### src/rtl/core_pkg.sv
// Shared definitions for the RV32 pipeline control blocks: register-index
// width, forwarding-select encodings and the hazard controller FSM states.
package core_pkg;

  localparam int              REG_W    = 5;
  localparam logic [REG_W-1:0] REG_ZERO = '0;

  typedef enum logic [1:0] {
    FWD_DECODE = 2'b00,
    FWD_MEM    = 2'b01,
    FWD_WB     = 2'b10
  } fwd_sel_e;

  typedef enum logic [1:0] {
    ST_IDLE    = 2'b00,
    ST_MD_BUSY = 2'b01,
    ST_FLUSH   = 2'b10
  } hc_state_e;

endpackage

### src/rtl/hazard_control_fwd_unit.sv
// Operand-forwarding compare for one EX operand: picks the youngest in-flight
// producer of the source register, or the decoded operand when none matches.
module fwd_unit
  import core_pkg::*;
(
  input  logic [REG_W-1:0] i_rs_exec,
  input  logic [REG_W-1:0] i_rd_mem,
  input  logic             i_wr_en_mem,
  input  logic [REG_W-1:0] i_rd_wb,
  input  logic             i_wr_en_wb,
  output logic [1:0]       o_sel
);

  // NOTE: give every always_comb output a default first so no path can leave it unassigned (a latch).
  always_comb begin
    o_sel = FWD_DECODE;
    if (i_wr_en_mem && (i_rd_mem != REG_ZERO) && (i_rd_mem == i_rs_exec)) begin
      o_sel = FWD_MEM;
    end else if (i_wr_en_wb && (i_rd_wb != REG_ZERO) && (i_rd_wb == i_rs_exec)) begin
      o_sel = FWD_WB;
    end
  end

endmodule

### src/rtl/hazard_control.sv
// Pipeline hazard controller beside EX: operand forwarding, load-use stalls,
// multi-cycle mul/div occupancy and MEM-resolved branch flushes.
module hazard_control
  import core_pkg::*;
#(
  parameter int unsigned MD_LATENCY = 4
) (
  input  logic             clock,
  input  logic             reset,
  input  logic [REG_W-1:0] Rsrc1_Decode,
  input  logic [REG_W-1:0] Rsrc2_Decode,
  input  logic             use_rs1_Decode,
  input  logic             use_rs2_Decode,
  input  logic [REG_W-1:0] Rsrc1_Exec,
  input  logic [REG_W-1:0] Rsrc2_Exec,
  input  logic [REG_W-1:0] Rd_Exec,
  input  logic             memRead_Exec,
  input  logic             valid_Exec,
  input  logic [REG_W-1:0] Rd_Mem,
  input  logic             regWrEn_Mem,
  input  logic [REG_W-1:0] Rd_WB,
  input  logic             wrEn_WB,
  input  logic             md_start_Exec,
  input  logic             jump_flag_Mem,
  output logic [1:0]       fwd_A_sel,
  output logic [1:0]       fwd_B_sel,
  output logic             stall_Fetch,
  output logic             stall_Decode,
  output logic             stall_Exec,
  output logic             bubble_Exec,
  output logic             flush_Decode,
  output logic             flush_Exec,
  output logic             md_busy,
  output logic             md_done
);

  // The start cycle is itself the first stall cycle, so the counter enters
  // MD_BUSY already one step down from MD_LATENCY-1.
  localparam logic [3:0] MD_LOAD = 4'(MD_LATENCY - 2);

  hc_state_e  r_state;
  hc_state_e  w_state_nxt;
  logic [3:0] r_md_cnt;
  logic [3:0] w_md_cnt_nxt;
  logic       w_md_active;
  logic       w_md_stall;
  logic       w_md_done;
  logic       w_load_use;
  logic       w_lu_stall;
  logic       w_live;
  logic [1:0] w_fwd_a;
  logic [1:0] w_fwd_b;

  fwd_unit u_fwd_a (
    .i_rs_exec  (Rsrc1_Exec),
    .i_rd_mem   (Rd_Mem),
    .i_wr_en_mem(regWrEn_Mem),
    .i_rd_wb    (Rd_WB),
    .i_wr_en_wb (wrEn_WB),
    .o_sel      (w_fwd_a)
  );

  fwd_unit u_fwd_b (
    .i_rs_exec  (Rsrc2_Exec),
    .i_rd_mem   (Rd_Mem),
    .i_wr_en_mem(regWrEn_Mem),
    .i_rd_wb    (Rd_WB),
    .i_wr_en_wb (wrEn_WB),
    .o_sel      (w_fwd_b)
  );

  assign w_load_use = valid_Exec && memRead_Exec && (Rd_Exec != REG_ZERO) &&
                      ((use_rs1_Decode && (Rd_Exec == Rsrc1_Decode)) ||
                       (use_rs2_Decode && (Rd_Exec == Rsrc2_Decode)));

  always_comb begin
    w_state_nxt  = r_state;
    w_md_cnt_nxt = r_md_cnt;
    w_md_active  = 1'b0;
    w_md_stall   = 1'b0;
    w_md_done    = 1'b0;
    unique case (r_state)
      ST_IDLE: begin
        if (md_start_Exec && valid_Exec) begin
          w_state_nxt  = ST_MD_BUSY;
          w_md_cnt_nxt = MD_LOAD;
          w_md_active  = 1'b1;
          w_md_stall   = 1'b1;
        end
      end
      ST_MD_BUSY: begin
        w_md_active = 1'b1;
        if (r_md_cnt != 4'd0) begin
          w_md_stall   = 1'b1;
          w_md_cnt_nxt = r_md_cnt - 4'd1;
        end else begin
          w_md_done   = 1'b1;
          w_state_nxt = ST_IDLE;
        end
      end
      ST_FLUSH: begin
        w_state_nxt  = ST_IDLE;
        w_md_cnt_nxt = 4'd0;
      end
      default: begin
        w_state_nxt  = ST_IDLE;
        w_md_cnt_nxt = 4'd0;
      end
    endcase
    // A taken branch discards the younger mul/div wherever the FSM is.
    if (jump_flag_Mem) begin
      w_state_nxt  = ST_FLUSH;
      w_md_cnt_nxt = 4'd0;
    end
  end

  // NOTE: sequential state uses non-blocking assignments so every register samples pre-edge values.
  always_ff @(posedge clock) begin
    if (reset) begin
      r_state  <= ST_IDLE;
      r_md_cnt <= 4'd0;
    end else begin
      r_state  <= w_state_nxt;
      r_md_cnt <= w_md_cnt_nxt;
    end
  end

  // Reset is synchronous, but outputs must read as idle while it is held.
  assign w_live     = !reset && !jump_flag_Mem;
  assign w_lu_stall = w_load_use && !w_md_active;

  assign fwd_A_sel    = reset ? FWD_DECODE : w_fwd_a;
  assign fwd_B_sel    = reset ? FWD_DECODE : w_fwd_b;
  assign flush_Decode = !reset && jump_flag_Mem;
  assign flush_Exec   = !reset && jump_flag_Mem;
  assign stall_Fetch  = w_live && (w_md_stall || w_lu_stall);
  assign stall_Decode = w_live && (w_md_stall || w_lu_stall);
  assign stall_Exec   = w_live && w_md_stall;
  assign bubble_Exec  = w_live && w_lu_stall;
  assign md_busy      = w_live && w_md_active;
  assign md_done      = w_live && w_md_done;

endmodule

### config.mk
export PLATFORM = sky130hd
export DESIGN_NAME = hazard_control
export DESIGN_NICKNAME = d
export VERILOG_FILES = /design/src/rtl/core_pkg.sv /design/src/rtl/hazard_control_fwd_unit.sv /design/src/rtl/hazard_control.sv
export SDC_FILE = /design/constraint.sdc
export NUM_CORES = 1
export LEC_CHECK = 0
export CAP_MARGIN = 40
export CELL_PAD_IN_SITES_DETAIL_PLACEMENT = 1
export CELL_PAD_IN_SITES_GLOBAL_PLACEMENT = 2
export CORE_MARGIN = 2
export CORE_UTILIZATION = 16
export CTS_CLUSTER_SIZE = 8
export DETAILED_ROUTE_END_ITERATION = 16
export GPL_TIMING_DRIVEN = 0
export PLACE_DENSITY_LB_ADDON = 0.25
export RECOVER_POWER = 50
export SLEW_MARGIN = 20
export SYNTH_ARGS = -nofsm -noshare
export SYNTH_HDL_FRONTEND = slang
export SYNTH_SLANG_ARGS = --single-unit
### constraint.sdc
create_clock -name clock -period 3.4 [get_ports clock]
set_input_delay 1.02 -clock clock [delete_from_list [all_inputs] [get_ports clock]]
set_output_delay 1.02 -clock clock [all_outputs]
set_load 0.1 [all_outputs]
==> flow_summary.yaml <==
grt:
  grt_usage: 0.128
  grt_max_degree: 8
  gr-total-overflow: 0
  antenna_found_initial: 0
  grt_first_pass_wirelength_mm: 5.24
  grt_pass1_vias: 1093
pwr:
  net-switching-power_uw: 132
  design_power_total_uw: 372
  power.combinational.fraction: 0.504
  pwr_density_cell_nw_per_um2: 204
  p_int_uw: 240
  leakage_power_summed_over_all_cells_nw: 0.729
  clock_power_share: 0.298
  ir_drop_mv: 0.216
  netSwitchingFraction: 0.354
  power_share_of_the_sequential_group: 0.198
worst_setup_path:
  path_class: "in2out"
  critical_path.endpoint_type: "output pin"
  critical_path.reg2reg.startpoint: "r_md_cnt[0]"
  cp.arrival_ns: 2.36
  crit_required_ns: 2.38
  critPathLaunchType: "input port"
  critical_path.slowest_cell: "sky130_fd_sc_hd__or4_4"
  worst-r2r-setup-slack_ns: 1.56
  worst_path_dominant_cell_family: "simple AND/OR/NAND/NOR gates"
  cp_cell_sequence: "clkdlybuf4s15_2 -> or4_4 -> o21ai_4 -> nor4_2 -> and4_4 -> buf_12"
  r2r_cells: 5
  longest_individual_stage_delay_on_the_worst_path_ns: 0.54
  critical_path.max_fanout: 3
  critical_path.n_buffers_inverters: 2
  critical_path.reg2reg.endpoint: "r_md_cnt[1]"
detailed_routing:
  via_per_inst: 4.43
  dr_total_vias: 980
  drtAntennaViolNets: 0
  detail_route.first_pass.iterations: 4
  drt_first_iter_violations: 9
  wire_per_inst_um: 15.0
  drt_wl_total_mm: 3.33
  route.detailed.drc: 0
worst_hold_path:
  min_path_cells: 2
  launch_instance_of_the_worst_min_delay_path: "r_md_cnt[2]"
  worst_hold_path_type: "reg2reg"
  hold_path_end: "r_md_cnt[2]"
timing:
  maxClockFrequency_mhz: 296
  timing.max_slew.rel_slack: 0.593
  fin_skew_ns: 0.00172
  totalNegativeSetupSlack_ns: 0
  finalWorstPathRequiredPeriod_ns: 3.38
  setup_violations: 0
  post-route-period-util: 0.994
  finalMaxSlewViolations: 0
  finalHoldViolCount: 0
  worst-slew-pin-transition_ns: 0.609
  rsz0062_at_grt: "true"
die:
  coreArea_sq_um: 4630
  core.rowCount: 25
  io_pins: 57
  die_width_um: 72.8
  die_area_sq_um: 5300
  fp.dieH_um: 72.8
  start_util: 0.164
place:
  post-place-cells: 217
  postPlaceCellArea_sq_um: 1680
  place.gp.congestion: 0.740
  detailed_place_hpwl_mm: 2.63
  place.port_buffers: 56
clock_tree:
  tritoncts: "done"
  cts.sink_count: 6
  ctsLongestPathBuffers: 2
  clk_root_buffer_cell: "sky130_fd_sc_hd__clkbuf_8"
  cts_made_buffers: 3
  path_clk_slew_ns: 0.04
  worst_skew_pair.late_latency_ns: 0.23
  ctsHtreeMaxLevel: 1
synthesis:
  sequential_to_total_area_share_from_yosys_stat: 0.159
  ys_seq_elements: 6
  synth_fp_nets: 142
  synthDominantAreaCellType: "sky130_fd_sc_hd__xor2_1"
  synthesis.instances: 95
  yosysUniqueCellTypes: 30
  yosys.area.top_type_share: 0.185
  synth.avg_cell_area_sq_um: 7.97
  synth_warnings: 0
  synthesis.area_sq_um: 757
  ys_top_cells_by_area: "sky130_fd_sc_hd__xor2_1 (19%), sky130_fd_sc_hd__xnor2_1 (17%), sky130_fd_sc_hd__dfxtp_1 (16%)"
cells_and_area:
  most_frequent_cells_in_the_layout: "sky130_fd_sc_hd__xor2_1 (15), sky130_fd_sc_hd__dlygate4sd2_1 (15), sky130_fd_sc_hd__xnor2_1 (12), sky130_fd_sc_hd__buf_2 (11), sky130_fd_sc_hd__buf_4 (10)"
  final_layout_size_suffix_gt1_frac: 0.509
  filler_cells: 527
  final_core_util: 0.394
  finalNonFillerCells: 221
  area_delta_synth_final_pct: 141
  finalNetCount: 216
  antennaDiodeCount: 0
  sequential_cell_area_sq_um: 120
  layout.cell_area.non_filler_sq_um: 1820
  multiInputGateArea_sq_um: 845
run:
  cap_violations: 0
status:
  run_status: "finished, final reports clean"
worst register-to-register path: stages, from the launching register on:
cell and delay (ns):
sky130_fd_sc_hd__dfxtp_1 0.34, sky130_fd_sc_hd__inv_1 0.09, sky130_fd_sc_hd__ha_1 0.17, sky130_fd_sc_hd__nor3b_1 0.53, sky130_fd_sc_hd__mux2_2 0.40, sky130_fd_sc_hd__a221oi_1 0.22
stage by stage:
stage	hold WS, ns	setup slack [ns]
finish	0.523	0.0194
global route	0.556	-0.0147
CTS	0.517	-0.00852
detailed placement	0.518	-1.11
global placement	0.491	-1.53
floorplan	0.472	-0.736
cell type report:
| class | count | share of cell area |
|---|---|---|
| Tap cell | 54 | 0.0371 |
| Multi-Input combinational cell | 84 | 0.464 |
| Inverter | 2 | 0.00412 |
| Timing Repair Buffer | 71 | 0.402 |
| Sequential cell | 6 | 0.0659 |
| Buffer | 1 | 0.00412 |
| Clock buffer | 3 | 0.0227 |
synth_stat cells:
cell type / n
sky130_fd_sc_hd__o21ai_1: 1
sky130_fd_sc_hd__a21oi_1: 1
sky130_fd_sc_hd__nand3_1: 3
sky130_fd_sc_hd__a221oi_1: 1
sky130_fd_sc_hd__mux2_2: 2
sky130_fd_sc_hd__a21oi_2: 1
sky130_fd_sc_hd__xnor2_1: 15
sky130_fd_sc_hd__o21ai_2: 1
sky130_fd_sc_hd__nand2_1: 4
sky130_fd_sc_hd__nor4_1: 4
sky130_fd_sc_hd__inv_1: 2
sky130_fd_sc_hd__xor2_1: 16
sky130_fd_sc_hd__o21bai_1: 1
sky130_fd_sc_hd__nor3_1: 4
sky130_fd_sc_hd__or4_1: 5
sky130_fd_sc_hd__a32oi_1: 1
sky130_fd_sc_hd__a22oi_1: 2
sky130_fd_sc_hd__o22ai_1: 1
sky130_fd_sc_hd__dfxtp_1: 6
sky130_fd_sc_hd__nor2_1: 7
sky130_fd_sc_hd__buf_4: 2
sky130_fd_sc_hd__clkbuf_1: 1
sky130_fd_sc_hd__and2_1: 2
sky130_fd_sc_hd__or3_1: 1
sky130_fd_sc_hd__nor3b_1: 2
sky130_fd_sc_hd__nor2b_1: 4
sky130_fd_sc_hd__o21ai_0: 1
sky130_fd_sc_hd__and4_1: 1
sky130_fd_sc_hd__and2_0: 1
sky130_fd_sc_hd__ha_1: 2
sequential cells by signal (all words and copies together), names as in the netlist:
signal / count
r_state: 2
r_md_cnt: 4
metal layers:
layer,GRT usage,up-vias,part of all wire
li1,-,477,-
met1,0.150,470,0.40
met2,0.243,30,0.55
met3,0.0207,3,0.053
met4,0.0247,0,0.0045
met5,0,-,0
cell families (layout without fill, tap and decap cells):
kind of cell,count (synthesis),after routing,share of synthesized area
AO/OA/AOI/OAI,11,11,0.104
XOR/XNOR,31,31,0.359
adder cells (fa/ha/maj),2,2,0.0331
buffers and inverters,5,77,0.0347
flip-flops,6,6,0.159
multiplexers,2,2,0.0297
AND/OR/NAND/NOR,38,38,0.281
power by group through the flow:
| stage | Clock, mW | Sequential, mW | Combinational, mW |
|---|---|---|---|
| after floorplan | 0 | 0.0742 | 0.0780 |
| after global placement | 0 | 0.0745 | 0.159 |
| after detailed placement | 0 | 0.0746 | 0.172 |
| after CTS | 0.118 | 0.0736 | 0.182 |
| after global routing | 0.118 | 0.0738 | 0.200 |
| final | 0.111 | 0.0737 | 0.187 |
worst max path at each step:
stage | startpoint | end | slack [ns] | depth (start not counted)
2_1_floorplan | jump_flag_Mem | stall_Fetch | -0.74 | 6
3_3_place_gp | Rd_Mem[1] | fwd_B_sel[1] | -1.53 | 6
3_5_place_dp | Rd_Mem[1] | fwd_B_sel[1] | -1.11 | 7
4_1_cts | Rd_WB[3] | fwd_B_sel[1] | -0.009 | 6
5_1_grt | Rd_Mem[4] | fwd_B_sel[1] | -0.01 | 7
6_report | Rd_WB[0] | fwd_B_sel[1] | 0.02 | 6
repair_timing:
action	CTS	global route
hold buffers	0	0
resized for setup	142	21
setup buffers	9	1
pin swaps	28	12
endpoints found under the setup margin	12	5
No activity file was read; power rests on OpenSTA's default activity.
